===== config.mk =====
export PLATFORM = sky130hd
export DESIGN_NAME = sid_reg_sequencer
export DESIGN_NICKNAME = d
export VERILOG_FILES = /design/src/rtl/sid_seq_pkg.sv /design/src/rtl/sid_seq_fifo.sv /design/src/rtl/sid_reg_sequencer.sv
export SDC_FILE = /design/constraint.sdc
export NUM_CORES = 1
export LEC_CHECK = 0
export CORE_ASPECT_RATIO = 0.75
export CORE_MARGIN = 1
export CORE_UTILIZATION = 26
export DETAILED_ROUTE_END_ITERATION = 6
export HOLD_SLACK_MARGIN = 0.1
export RECOVER_POWER = 50
export SYNTH_ARGS = -nofsm -noshare
export SYNTH_HDL_FRONTEND = slang
export SYNTH_SLANG_ARGS = --single-unit

===== constraint.sdc =====
create_clock -name clk -period 10.33 [get_ports clk]
set_clock_uncertainty 0.05 [all_clocks]
set_input_delay 2.5825 -clock clk [delete_from_list [all_inputs] [get_ports clk]]
set_output_delay 2.5825 -clock clk [all_outputs]
set_load 0.005 [all_outputs]

===== src/rtl/sid_seq_pkg.sv =====
// Shared op codes, FSM states and WRITE-argument layout for the SID register sequencer.
package sid_seq_pkg;

  localparam int unsigned OP_W      = 2;
  localparam int unsigned VOICE_LSB = 11;
  localparam int unsigned ADDR_LSB  = 8;
  localparam int unsigned VOICE_W   = 2;
  localparam int unsigned ADDR_W    = 3;
  localparam int unsigned DATA_W    = 8;
  localparam int unsigned CNT_W     = 16;

  localparam logic [OP_W-1:0] OP_WRITE = 2'b00;
  localparam logic [OP_W-1:0] OP_WAIT  = 2'b01;
  localparam logic [OP_W-1:0] OP_SYNC  = 2'b10;
  localparam logic [OP_W-1:0] OP_RSVD  = 2'b11;

  typedef enum logic [2:0] {
    ST_IDLE,
    ST_SETUP,
    ST_STROBE,
    ST_HOLD,
    ST_WAIT,
    ST_SYNC
  } state_e;

  // Register-write payload presented on the SID parallel port.
  typedef struct packed {
    logic [VOICE_W-1:0] voice;
    logic [ADDR_W-1:0]  addr;
    logic [DATA_W-1:0]  data;
  } bus_word_t;

  function automatic int unsigned max3(input int unsigned a, input int unsigned b,
                                       input int unsigned c);
    int unsigned m;
    m = (a > b) ? a : b;
    return (m > c) ? m : c;
  endfunction

endpackage


===== src/rtl/sid_seq_fifo.sv =====
// Synchronous command FIFO with flush; pushes while full and pops while empty are dropped.
module sid_seq_fifo #(
  parameter int unsigned DEPTH = 16,
  parameter int unsigned WIDTH = 26,
  localparam int unsigned LVL_W = $clog2(DEPTH) + 1
) (
  input  logic             clk,
  input  logic             rst,
  input  logic             push,
  input  logic [WIDTH-1:0] push_data,
  input  logic             pop,
  input  logic             flush,
  output logic [WIDTH-1:0] head_c,
  output logic             empty,
  output logic             not_full,
  output logic [LVL_W-1:0] level,
  output logic [LVL_W-1:0] level_nxt_c
);

  localparam int unsigned PTR_W = $clog2(DEPTH);

  logic [WIDTH-1:0] mem [DEPTH];
  logic [PTR_W-1:0] wr_ptr;
  logic [PTR_W-1:0] rd_ptr;
  logic             push_ok;
  logic             pop_ok;

  // Accepted transfers; flush overrides both.
  always_comb begin
    push_ok     = push && not_full && !flush;
    pop_ok      = pop && !empty && !flush;
    level_nxt_c = flush ? '0 : (level + LVL_W'(push_ok) - LVL_W'(pop_ok));
    head_c      = mem[rd_ptr];
  end

  // Pointers, occupancy and registered status flags.
  always_ff @(posedge clk) begin
    if (rst) begin
      wr_ptr   <= '0;
      rd_ptr   <= '0;
      level    <= '0;
      empty    <= 1'b1;
      not_full <= 1'b1;
    end else begin
      if (flush) begin
        wr_ptr <= '0;
        rd_ptr <= '0;
      end else begin
        if (push_ok) wr_ptr <= wr_ptr + PTR_W'(1);
        if (pop_ok)  rd_ptr <= rd_ptr + PTR_W'(1);
      end
      level    <= level_nxt_c;
      empty    <= (level_nxt_c == '0);
      not_full <= (level_nxt_c < LVL_W'(DEPTH));
    end
  end

  // Entry storage; no reset needed since reads are gated by occupancy.
  always_ff @(posedge clk) begin
    if (push_ok) mem[wr_ptr] <= push_data;
  end

endmodule


===== src/rtl/sid_reg_sequencer.sv =====
// SID write-port sequencer: plays queued WRITE/WAIT/SYNC commands with programmable bus timing.
module sid_reg_sequencer
  import sid_seq_pkg::*;
#(
  parameter int unsigned DEPTH      = 16,
  parameter int unsigned WAIT_W     = 24,
  parameter int unsigned SETUP_CYC  = 1,
  parameter int unsigned STROBE_CYC = 2,
  parameter int unsigned HOLD_CYC   = 1
) (
  input  logic                    clk,
  input  logic                    rst,
  input  logic                    cmd_valid,
  output logic                    cmd_ready,
  input  logic [OP_W-1:0]         cmd_op,
  input  logic [WAIT_W-1:0]       cmd_arg,
  input  logic                    sync_in,
  input  logic                    flush,
  output logic [ADDR_W-1:0]       bus_addr,
  output logic [VOICE_W-1:0]      bus_voice,
  output logic [DATA_W-1:0]       bus_data,
  output logic                    bus_we,
  output logic                    busy,
  output logic [$clog2(DEPTH):0]  level,
  output logic                    err_op,
  output logic [CNT_W-1:0]        writes_done
);

  localparam int unsigned ARG_W = WAIT_W;
  localparam int unsigned CMD_W = OP_W + ARG_W;
  localparam int unsigned LVL_W = $clog2(DEPTH) + 1;
  localparam int unsigned PH_W  = $clog2(max3(SETUP_CYC, STROBE_CYC, HOLD_CYC) + 1);

  state_e            state_q, state_d;
  logic [PH_W-1:0]   ph_q, ph_d;
  logic [WAIT_W-1:0] wcnt_q, wcnt_d;
  bus_word_t         bus_q, bus_d;
  logic              err_d;
  logic [CNT_W-1:0]  wd_d;
  logic              pop_c;
  logic              fifo_empty;
  logic [CMD_W-1:0]  head_c;
  logic [LVL_W-1:0]  level_nxt_c;
  logic [OP_W-1:0]   head_op;
  logic [ARG_W-1:0]  head_arg;

  assign head_op     = head_c[CMD_W-1 -: OP_W];
  assign head_arg    = head_c[ARG_W-1:0];
  assign bus_addr    = bus_q.addr;
  assign bus_voice   = bus_q.voice;
  assign bus_data    = bus_q.data;

  sid_seq_fifo #(
    .DEPTH (DEPTH),
    .WIDTH (CMD_W)
  ) u_fifo (
    .clk         (clk),
    .rst         (rst),
    .push        (cmd_valid),
    .push_data   ({cmd_op, cmd_arg}),
    .pop         (pop_c),
    .flush       (flush),
    .head_c      (head_c),
    .empty       (fifo_empty),
    .not_full    (cmd_ready),
    .level       (level),
    .level_nxt_c (level_nxt_c)
  );

  // Next-state and datapath decisions for the command FSM.
  always_comb begin
    state_d = state_q;
    ph_d    = ph_q;
    wcnt_d  = wcnt_q;
    bus_d   = bus_q;
    err_d   = err_op;
    wd_d    = writes_done;
    pop_c   = 1'b0;

    if (flush) begin
      state_d = ST_IDLE;
    end else begin
      case (state_q)
        ST_IDLE: begin
          if (!fifo_empty) begin
            pop_c = 1'b1;
            case (head_op)
              OP_WRITE: begin
                state_d     = ST_SETUP;
                ph_d        = '0;
                bus_d.voice = head_arg[VOICE_LSB +: VOICE_W];
                bus_d.addr  = head_arg[ADDR_LSB +: ADDR_W];
                bus_d.data  = head_arg[DATA_W-1:0];
              end
              OP_WAIT: begin
                if (head_arg != '0) begin
                  state_d = ST_WAIT;
                  wcnt_d  = head_arg;
                end
              end
              OP_SYNC: state_d = ST_SYNC;
              default: err_d = 1'b1;
            endcase
          end
        end
        ST_SETUP: begin
          if (ph_q == PH_W'(SETUP_CYC - 1)) begin
            state_d = ST_STROBE;
            ph_d    = '0;
          end else begin
            ph_d = ph_q + PH_W'(1);
          end
        end
        ST_STROBE: begin
          if (ph_q == PH_W'(STROBE_CYC - 1)) begin
            state_d = ST_HOLD;
            ph_d    = '0;
          end else begin
            ph_d = ph_q + PH_W'(1);
          end
        end
        ST_HOLD: begin
          if (ph_q == PH_W'(HOLD_CYC - 1)) begin
            state_d = ST_IDLE;
            ph_d    = '0;
            wd_d    = writes_done + CNT_W'(1);
          end else begin
            ph_d = ph_q + PH_W'(1);
          end
        end
        ST_WAIT: begin
          wcnt_d = wcnt_q - WAIT_W'(1);
          if (wcnt_q == WAIT_W'(1)) state_d = ST_IDLE;
        end
        ST_SYNC: begin
          if (sync_in) state_d = ST_IDLE;
        end
        default: state_d = ST_IDLE;
      endcase
    end
  end

  // State, counters and registered outputs.
  always_ff @(posedge clk) begin
    if (rst) begin
      state_q     <= ST_IDLE;
      ph_q        <= '0;
      wcnt_q      <= '0;
      bus_q       <= '0;
      bus_we      <= 1'b0;
      busy        <= 1'b0;
      err_op      <= 1'b0;
      writes_done <= '0;
    end else begin
      state_q     <= state_d;
      ph_q        <= ph_d;
      wcnt_q      <= wcnt_d;
      bus_q       <= bus_d;
      bus_we      <= (state_d == ST_STROBE);
      busy        <= (state_d != ST_IDLE) || (level_nxt_c != '0);
      err_op      <= err_d;
      writes_done <= wd_d;
    end
  end

endmodule

Word-level counts from Yosys, hierarchy flattened
Memories as Yosys holds them, arrays and structs flattened. A register that Yosys moved wholly into a read port is not among the register bits.
Index checks and enable logic that the tools add are counted.
{"block": "op_classes", "n_addsub": 7, "n_lt_le_gt_ge": 1, "n_eq_ne": 14, "mux": 27, "bitwise_logic": 3, "n_reduce_logical": 24}
{"operator": "$mux 24", "count": 3}
{"operator": "$pmux 24 s2", "count": 1}
{"operator": "$eq 24x1->1 const B", "count": 1}
{"operator": "$mux 3", "count": 8}
{"operator": "$reduce_bool 24->1", "count": 1}
{"operator": "$sub 24x1->24 const B", "count": 1}
{"operator": "$pmux 3 s6", "count": 1}
{"operator": "$add 16x1->16 const B", "count": 1}
{"operator": "$reduce_and 4->1", "count": 3}
{"operator": "$eq 3x2->1 const B", "count": 3}
{"operator": "$pmux 3 s3", "count": 1}
{"operator": "$add 4x1->4 const B", "count": 2}
{"operator": "$mux 2", "count": 4}
{"operator": "$mux 4", "count": 2}
{"operator": "$eq 3x3->1 const B", "count": 2}
{"operator": "$pmux 2 s3", "count": 1}
{"operator": "$reduce_bool 3->1", "count": 2}
{"operator": "$add 5x1->5", "count": 1}
{"operator": "$logic_not 5->1", "count": 1}
{"operator": "$lt 5x5->1 const B", "count": 1}
{"operator": "$mux 1", "count": 5}
{"operator": "$mux 5", "count": 1}
{"operator": "$reduce_and 5->1", "count": 1}
{"operator": "$reduce_bool 5->1", "count": 1}
{"operator": "17 further kinds", "count": 28}
{"block": "word_totals", "register_bits": 76, "ramBits": 416, "in_bits": 31, "elab_cells": 92, "memories": 1}
{"memory": "u_fifo.mem", "words": 16, "word_bits": 26, "rd": 1, "rd_ports_with_merged_regs": 1, "wr": 1, "line_no": "sid_seq_fifo.sv:22", "source": "logic [WIDTH-1:0] mem [DEPTH];"}

Depth between registers and ports, before layout
Gate-level depths: netlist (run 1).
{"block": "logic_depth", "word_depth": 9, "ltp_mapped": 14, "ltp_nobuf": 13}

By module
Synthesis (run 1) repeated with hierarchy kept, for this count alone.
{"block": "unflattened", "hier_cells": 1183, "area_unflattened_um2": 19821.5}
{"mod": "sid_seq_fifo", "n_inst": 1, "cells_each": 760, "area_per_inst_um2": 16518.3, "seq_area_each_um2": 12872.3}
{"mod": "sid_reg_sequencer", "n_inst": 1, "cells_each": 423, "area_per_inst_um2": 3303.2, "seq_area_each_um2": 1221.2}

Least setup slack after synthesis (run 1)
Ideal clock, no wire load.
{"block": "synth_path", "path_kind": "input to register", "start": "input port flush", "end": "register busy", "setup_time_ns": 0.115, "arrival_time_ns": 4.600, "t_required_ns": 10.165, "slack_ns": 5.566, "stages": 11, "cell_sequence": "clkbuf_1 -> nor2_1 -> ha_1 -> fa_1 -> a21o_1 -> a21oi_1 -> xnor2_1 -> nor3b_1 -> o21ai_0 -> a21oi_1 -> a21bo_1"}
{"block": "synth_via", "elab_chain_cells": 7, "word_cells_on_any_way": 12}
{"element": "start, declared", "line_no": "sid_reg_sequencer.sv:18", "source": "input logic flush,"}
{"element": "$logic_not 1->1", "line_no": "sid_seq_fifo.sv:30", "source": "push_ok = push && not_full && !flush;"}
{"element": "$logic_and 1x1->1", "line_no": "sid_seq_fifo.sv:30"}
{"element": "named net u_fifo.push_ok", "line_no": "sid_seq_fifo.sv:25", "source": "logic push_ok;"}
{"element": "$add 5x1->5", "line_no": "sid_seq_fifo.sv:32", "source": "level_nxt_c = flush ? '0 : (level + LVL_W'(push_ok) - LVL_W'(pop_ok));"}
{"element": "$sub 5x1->5", "line_no": "sid_seq_fifo.sv:32"}
{"element": "$mux 5", "line_no": "sid_seq_fifo.sv:32"}
{"element": "$reduce_bool 5->1", "line_no": "sid_reg_sequencer.sv:160", "source": "busy <= (state_d != ST_IDLE) || (level_nxt_c != '0);"}
{"element": "$logic_or 1x1->1", "line_no": "sid_reg_sequencer.sv:160"}
{"element": "end signal, assigned", "line_no": "sid_reg_sequencer.sv:160"}
{"element": "end, declared", "line_no": "sid_reg_sequencer.sv:23", "source": "output logic busy,"}
The timed path passes the listed nets, and every way through them passes these cells.
A chain may end at the register's enable or synchronous reset.

==> reports/qor.yml, run 1 <==
status: "finished with violations"
failed_checks: "max-capacitance violations, max-slew violations"
die_x_um: 322
cp_max_fo: 43
grt_pass1_vias: 10842
drive_gt1_share_pct: 17.6
end_kind: "flop"
clk_path_buf_depth: 3
timing.final.ws_setup_ns: 3.28
postCtsSetupBuffers: 0
wl_per_cell_um: 20.8
p_per_area_nw_per_um2: 190
place_ws_ns: 4.33
core-area_um2: 75700
cts_tree: "built"
final_cell_mix: "edfxtp_1, mux4_2, nor2_1, dfxtp_1, dlygate4sd3_1"
reg2reg_depth: 7
endpoint: "bus_data[5]$_SDFFE_PP0P_"
worstMarginPinSlew_ns: 3.43
port_buffers: 68
boundaryPins: 69
hold_violations: 0
crit_required_ns: 10.72
overflow: 0
gp_congestion: 0.777
async_flop_share_pct: 0
finalSetupTns_ns: 0
reg2reg_to: "bus_data[5]$_SDFFE_PP0P_"
final_common_cell: "edfxtp_1"
grt-busiest-layer: "met2"
cts-root-buf: "clkbuf_16"
antenna_found_initial: 4
use_met1_pct: 17.7
leakagePower_nw: 7.30
p_sw_share_pct: 23.5
p_comb_share_pct: 9.0
hold_path.class: "reg -> reg"
dr.pass1.iters: 5
nNetsFinal: 1283
dieHeight_um: 242
num_rows: 87
ys.flop_type: "edfxtp_1"
synth.distinct_cells: 72
holdBufCountCts: 0
ys.warnings.count: 0
remaining_drc_errors: 0
ff2ff_setup_slack_ns: 3.28
drt_iter0_drc: 1086
initial_core_util_pct: 26.5
area_growth_pct: 16.5
gr-usage-all-layers_pct: 12.2
hpwl_um: 28300
clk_pin_slew_ns: 0.06
arrival_ns: 7.44
grt_first_pass_wirelength_um: 71400
startpoint_type: "flop"
place_area_um2: 21700
via_count: 10752
ys_seq_area_share_pct: 70.4
synth_seq_cells: 496
rsz0062_at_grt: "false"
grtUsageMet2_pct: 18.5
max_freq_mhz: 142
setup_viol: 0
grt_max_degree: 63
wl_um: 47900
crit_path_cell_trace: "clkbuf_1 > mux4_2 > a22o_1 > a221oi_1 > nand3_1 > mux2i_1 > nor2_1"
ir_drop_v: 0.000104
cts_max_level: 2
avgSynthCellArea_um2: 17.3
multi_input_area_um2: 5490
netlist_instances: 1160
cts_resized: 0
pwr-share-seq_pct: 50.2
num-fill-cells: 7325
synth_nets: 1208
slew_headroom_pct: -129
gr-usage-met3_pct: 2.50
power.switching_w: 0.00104
clk_latency_ns: 0.60
cap_violations: 1
fin_crit_sh_pct: 68.2
synth_area_um2: 20000
min_period_ns: 7.05
cts_sinks: 496
critPathSlowestCell: "clkbuf_1"
p_total_w: 0.00443
crit_type: "reg -> reg"
dieArea_um2: 78100
maxSlewViolCount: 44
regArea_um2: 14100
final_area_um2: 23300
ant_nets: 0
intPower_w: 0.00339
synth-edff-count: 416
numCtsBuffers: 49
clkPwrFrac_pct: 40.8
critPathMaxStageDelay_ns: 2.47
vias_per_cell: 4.67
final cells by class:
type / instances / area share (%)
Multi-Input combinational cell: 588 / 23.5
Antenna cell: 2 / 0.0214
Inverter: 18 / 0.290
Clock inverter: 33 / 1.49
Sequential cell: 496 / 60.4
Timing Repair Buffer: 82 / 3.33
Tap cell: 1023 / 5.49
Clock buffer: 59 / 5.42
cells in the mapped netlist, types with 18 or more instances:
| cell type | instances | share of area [%] |
|---|---|---|
| a21oi_1 | 32 | 0.80 |
| a22oi_1 | 18 | 0.67 |
| and2_1 | 25 | 0.78 |
| clkbuf_1 | 30 | 0.56 |
| dfxtp_1 | 80 | 8.0 |
| edfxtp_1 | 416 | 62 |
| mux2i_1 | 35 | 1.7 |
| mux4_2 | 101 | 11 |
| nand2_1 | 56 | 1.0 |
| nand3_1 | 25 | 0.62 |
| nor2_1 | 79 | 1.5 |
| o21ai_0 | 23 | 0.57 |
per-stage QoR:
stage	cells	hold WS, ns	util, %
2_1_floorplan	1160	0.403	-
3_3_place_gp	2207	0.413	28.7
3_5_place_dp	2207	0.429	28.7
4_1_cts	2299	0.438	30.9
5_1_grt	2299	0.463	30.8
6_report	2301	0.438	30.8
worst min-delay path by stage:
stage                            start                       to  slack, ns  cells after the start
4_1_cts        wcnt_q[22]$_SDFFE_PP0P_  wcnt_q[22]$_SDFFE_PP0P_       0.44                      2
2_1_floorplan     ph_q[1]$_SDFFE_PP0P_     ph_q[1]$_SDFFE_PP0P_       0.40                      2
3_3_place_gp      ph_q[0]$_SDFFE_PP0P_     ph_q[0]$_SDFFE_PP0P_       0.41                      2
6_report       wcnt_q[22]$_SDFFE_PP0P_  wcnt_q[22]$_SDFFE_PP0P_       0.44                      2
5_1_grt        wcnt_q[22]$_SDFFE_PP0P_  wcnt_q[22]$_SDFFE_PP0P_       0.46                      2
3_5_place_dp   wcnt_q[22]$_SDFFE_PP0P_  wcnt_q[22]$_SDFFE_PP0P_       0.43                      2
power groups by stage:
stage | sequential, W | combinational, W | clock [W]
final | 0.00222 | 0.000399 | 0.00181
after global routing | 0.00223 | 0.000435 | 0.00192
after CTS | 0.00223 | 0.000401 | 0.00184
after detailed placement | 0.00227 | 0.000400 | 0
after global placement | 0.00227 | 0.000389 | 0
after floorplan | 0.00225 | 0.000283 | 0
critical path, delay by kind of cell, from the launching register on:
kind	cells	cell delay, ns
AOI/OAI and AO/OA	2	1.14
buffers and inverters	1	2.47
DFF	1	0.82
muxes	2	1.19
and+or+nand+nor	2	1.15
flip-flops by register name, summed over array words and instances, names as in the netlist, 4 cells and up, named ones only:
signal and count:
wcnt_q 24, u_fifo.mem 416, bus_data 8, u_fifo.rd_ptr 4
u_fifo.level 5, writes_done 16, u_fifo.wr_ptr 4
metal layers:
layer,vias to the layer above,part of all wire (%)
met1,5545,46
met2,330,45
met4,2,2.1
li1,4796,-
met5,-,0.027
met3,79,7.1
cell families after synthesis:
logic type	Yosys count	synth area share, %
xor+xnor	23	1.01
simple gates	262	6.68
fa+ha+maj	17	1.10
flops	496	70.4
compound gates	149	5.42
mux	137	13.2
buf+inv	76	2.26
Power figures use the tool's default switching activity.
==> run 2, diff against run 1 <==
==> constraint.sdc (replaced) <==
create_clock -name clk -period 7.1 [get_ports clk]
set_clock_uncertainty 0.05 [all_clocks]
set_input_delay 1.775 -clock clk [delete_from_list [all_inputs] [get_ports clk]]
set_output_delay 1.775 -clock clk [all_outputs]
set_load 0.005 [all_outputs]
==> reports/qor.yml, run 2 (same netlist as run 1, synthesis figures left out) <==
final_cell_mix: "edfxtp_1, mux4_2, nor2_1"
maxSlewViolCount: 0
antenna_found_initial: 6
via_count: 10865
reg2reg_to: "wcnt_q[22]$_SDFFE_PP0P_"
largest_reg_flops: 416
final_common_cell: "edfxtp_1"
grt_pass1_vias: 10947
end_kind: "flop"
num_rows: 87
status: "finished, final reports clean"
nNetsFinal: 1289
dr.pass1.iters: 5
critPathSlowestCell: "dlygate4sd3_1"
cts_sinks: 496
final_area_um2: 23500
hold_violations: 0
cts_tree: "built"
area_growth_pct: 17.2
drive_gt1_share_pct: 18.5
clk_latency_ns: 0.58
ff2ff_setup_slack_ns: 2.53
setup.worst_path.start: "flush"
ir_drop_v: 0.000196
crit_required_ns: 7.52
cts_resized: 0
wl_um: 48600
cp_max_fo: 13
grt_max_degree: 63
boundaryPins: 69
crit_path_cell_trace: "dlygate4sd3_1 > nor2b_1 > ha_1 > inv_1 > ha_1 > fa_1 > a21o_1 > a21oi_1 > xnor2_1 > nor3b_1 > o21ai_0 > a21oi_1 > a21bo_1"
cts-root-buf: "clkbuf_16"
leakagePower_nw: 7.38
numCtsBuffers: 49
rsz0062_at_grt: "false"
utilization_pct: 31.0
reg2reg_depth: 10
place_ws_ns: 1.93
initial_core_util_pct: 26.5
wl_per_cell_um: 21.1
startpoint_type: "primary input"
hold_path.class: "reg -> reg"
postCtsSetupBuffers: 0
drt_iter0_drc: 1001
overflow: 0
finalSetupTns_ns: 0
gp_congestion: 0.797
slew_headroom_pct: 16.5
endpoint: "busy$_SDFF_PP0_"
reg_top3: "u_fifo.mem: 416 flops, wcnt_q: 24 flops, writes_done: 16 flops"
worstMarginPinSlew_ns: 1.25
grt_first_pass_wirelength_um: 72200
hpwl_um: 28900
cap_violations: 0
critPathMaxStageDelay_ns: 0.91
gr-usage-all-layers_pct: 12.4
min_period_ns: 4.70
vias_per_cell: 4.72
core-area_um2: 75700
clk_path_buf_depth: 3
dieArea_um2: 78100
cts_max_level: 2
crit_type: "in -> reg"
p_total_w: 0.00653
ant_nets: 0
max_freq_mhz: 213
p_per_area_nw_per_um2: 278
timing.final.ws_setup_ns: 2.40
top_register: "u_fifo.mem"
setup_viol: 0
fin_crit_sh_pct: 66.2
port_buffers: 68
holdBufCountCts: 0
die_x_um: 322
remaining_drc_errors: 0
arrival_ns: 5.12
clk_pin_slew_ns: 0.06
place_area_um2: 21800
dieHeight_um: 242
[run 2: cell count changes in the layout (fill, tap and decap cells not counted), moves of 2 or more]
| cell | previous run | this run |
|---|---|---|
| buf_4 | 13 | 20 |
| clkbuf_1 | 11 | 5 |
| clkbuf_16 | 49 | 51 |
| clkbuf_8 | 0 | 3 |
| clkinv_1 | 8 | 5 |
[run 2: critical path: cells and delay by family]
kind | cells | cell delay (ns)
and+or+nand+nor | 2 | 0.51
buffers and inverters | 2 | 0.95
xor gates and xnor gates | 1 | 0.10
adders and majority gates | 3 | 0.95
AOI/OAI and AO/OA | 5 | 0.83
[run 2: power by group]
group	internal [W]	switching (W)	leakage, nW	total (W)
combinational	0.000240	0.000331	2.16	0.000572
sequential	0.00319	0.0000451	4.39	0.00324
clock	0.00160	0.00112	0.822	0.00272
[run 2: cell type report]
class / instances / area, µm²
fillers: 7317 / 52200
flip-flops and latches: 496 / 14100
multi-input cells: 588 / 5500
clock buffers: 59 / 1340
well taps: 1023 / 1280
repair buffers: 88 / 826
clock inverters: 30 / 349
inverters: 18 / 67.6
diodes: 1 / 2.50
[run 2: worst min-delay path by stage]
stage / cells after the start / end / slack (ns) / from
floorplan: 2 / ph_q[1]$_SDFFE_PP0P_ / 0.40 / ph_q[1]$_SDFFE_PP0P_
global placement: 2 / ph_q[0]$_SDFFE_PP0P_ / 0.41 / ph_q[0]$_SDFFE_PP0P_
detailed placement: 2 / ph_q[1]$_SDFFE_PP0P_ / 0.43 / ph_q[1]$_SDFFE_PP0P_
CTS: 2 / ph_q[1]$_SDFFE_PP0P_ / 0.44 / ph_q[1]$_SDFFE_PP0P_
global route: 2 / writes_done[5]$_SDFFE_PP0P_ / 0.46 / writes_done[5]$_SDFFE_PP0P_
finish: 2 / ph_q[1]$_SDFFE_PP0P_ / 0.44 / ph_q[1]$_SDFFE_PP0P_
[run 2: per-stage QoR]
step	hold WS, ns	instances
finish	0.439	2303
global route	0.463	2302
CTS	0.438	2302
detailed placement	0.430	2213
global placement	0.412	2213
floorplan	0.403	1160
[run 2: layer usage]
metal  track usage [%]  vias up  share of wire (%)
met5                 0        -              0.054
met4              3.18        4                2.2
met3              2.54       85                8.3
met2              18.4      406                 44
met1              18.2     5588                 46
li1                  -     4782                  -
==> run 3, diff against run 2 <==
==> constraint.sdc (replaced) <==
create_clock -name clk -period 4.6 [get_ports clk]
set_clock_uncertainty 0.05 [all_clocks]
set_input_delay 1.15 -clock clk [delete_from_list [all_inputs] [get_ports clk]]
set_output_delay 1.15 -clock clk [all_outputs]
set_load 0.005 [all_outputs]
==> reports/qor.yml, run 3 (same netlist as run 1, synthesis figures left out) <==
cts_resized: 0
max_freq_mhz: 251
final_cell_mix: "edfxtp_1, mux4_2, nor2_1"
place_ws_ns: 0.632
die_x_um: 322
end_kind: "flop"
num-fill-cells: 7342
largest_reg_flops: 416
timing.final.ws_setup_ns: 0.614
final_common_cell: "edfxtp_1"
area_growth_pct: 17.8
nNetsFinal: 1319
gp_congestion: 0.857
top_register: "u_fifo.mem"
hold_path.class: "reg -> reg"
drive_gt1_share_pct: 19.0
dieHeight_um: 242
startpoint_type: "flop"
status: "finished, final reports clean"
via_count: 11173
grt_max_degree: 53
crit_type: "reg -> reg"
ff2ff_setup_slack_ns: 0.61
numCtsBuffers: 48
postCtsSetupBuffers: 0
clk_pin_slew_ns: 0.07
clk_latency_ns: 0.59
wl_um: 49900
arrival_ns: 4.43
num_rows: 87
wl_per_cell_um: 21.4
antenna_found_initial: 6
remaining_drc_errors: 0
ir_drop_v: 0.000259
utilization_pct: 31.2
reg_top3: "u_fifo.mem: 416 flops, wcnt_q: 24 flops, writes_done: 16 flops"
cts_tree: "built"
grt_pass1_vias: 11158
drt_iter0_drc: 1102
crit_required_ns: 5.04
gr-usage-all-layers_pct: 12.7
core-area_um2: 75700
cts_sinks: 496
place_area_um2: 22100
cts-root-buf: "clkbuf_16"
slew_headroom_pct: 37.7
worstMarginPinSlew_ns: 0.934
maxSlewViolCount: 0
p_per_area_nw_per_um2: 413
hpwl_um: 30900
rsz0062_at_grt: "false"
fin_crit_sh_pct: 86.6
hp-start: "ph_q[0]$_SDFFE_PP0P_"
dr.pass1.iters: 5
holdBufCountCts: 0
dieArea_um2: 78100
port_buffers: 68
overflow: 0
final_area_um2: 23600
cts_max_level: 2
grt_first_pass_wirelength_um: 74400
ant_nets: 0
hold_violations: 0
setup_viol: 0
cp_max_fo: 49
cap_violations: 0
leakagePower_nw: 7.39
boundaryPins: 69
clk_path_buf_depth: 3
finalSetupTns_ns: 0
min_period_ns: 3.99
initial_core_util_pct: 26.5
vias_per_cell: 4.79
run 3: cell count changes in the layout (fill, tap and decap cells not counted), moves of 3 or more:
cell             previous run  this run
clkinv_2                   10         4
bufinv_16                   7         2
buf_12                      0         8
clkdlybuf4s50_1             3        21
buf_4                      20        41
dlygate4sd3_1              64        46
and2_2                     14        11
clkbuf_1                    5        20
clkbuf_16                  51        48
and2_0                      0         3
run 3: worst paths after layout:
kind / depth (start not counted) / endpoint
worst max-delay path: 10 / wcnt_q[22]$_SDFFE_PP0P_
worst max register to register: 10 / wcnt_q[22]$_SDFFE_PP0P_
worst min-delay path: 2 / ph_q[0]$_SDFFE_PP0P_
worst min register to register: 2 / ph_q[0]$_SDFFE_PP0P_
run 3: power breakdown:
| part | internal, W | switching, W | leakage, nW |
|---|---|---|---|
| sequential | 0.00493 | 0.0000594 | 4.39 |
| clock | 0.00212 | 0.00173 | 0.724 |
| combinational | 0.000397 | 0.000521 | 2.27 |
| total | 0.00744 | 0.00231 | 7.39 |
run 3: area by class of cell:
class / count / area (µm²) / area share (%)
inverter: 18 / 67.6 / 0.286
sequential: 496 / 14100 / 59.8
tap: 1023 / 1280 / 5.42
clock buffer: 69 / 1310 / 5.55
timing repair buffer: 119 / 1150 / 4.88
clock inverter: 16 / 186 / 0.790
multi-input combinational: 588 / 5490 / 23.3
antenna: 2 / 5.00 / 0.0212
run 3: per-stage QoR:
| stage | hold WS, ns | power (W) | std cells |
|---|---|---|---|
| 2_1_floorplan | 0.403 | 0.00569 | 1160 |
| 3_3_place_gp | 0.411 | 0.00600 | 2244 |
| 3_5_place_dp | 0.434 | 0.00601 | 2244 |
| 4_1_cts | 0.445 | 0.00985 | 2329 |
| 5_1_grt | 0.471 | 0.0101 | 2329 |
| 6_report | 0.444 | 0.00975 | 2331 |
run 3: critical path, cell delays in order, from the launching register on:
cell	delay (ns)
dfxtp_4	0.93
buf_4	0.45
buf_4	0.25
mux4_2	0.32
mux2i_1	0.26
mux2_2	0.30
a31oi_1	0.17
a311oi_4	0.28
buf_4	0.43
o21ai_0	0.19
a221oi_2	0.25
run 3: layer usage:
metal	wire length (µm)	global-route usage [%]	vias to the layer above
li1	-	-	4856
met1	23600	19.4	5840
met2	21500	18.3	392
met3	3670	2.45	79
met4	1040	3.03	6
met5	37	0	-
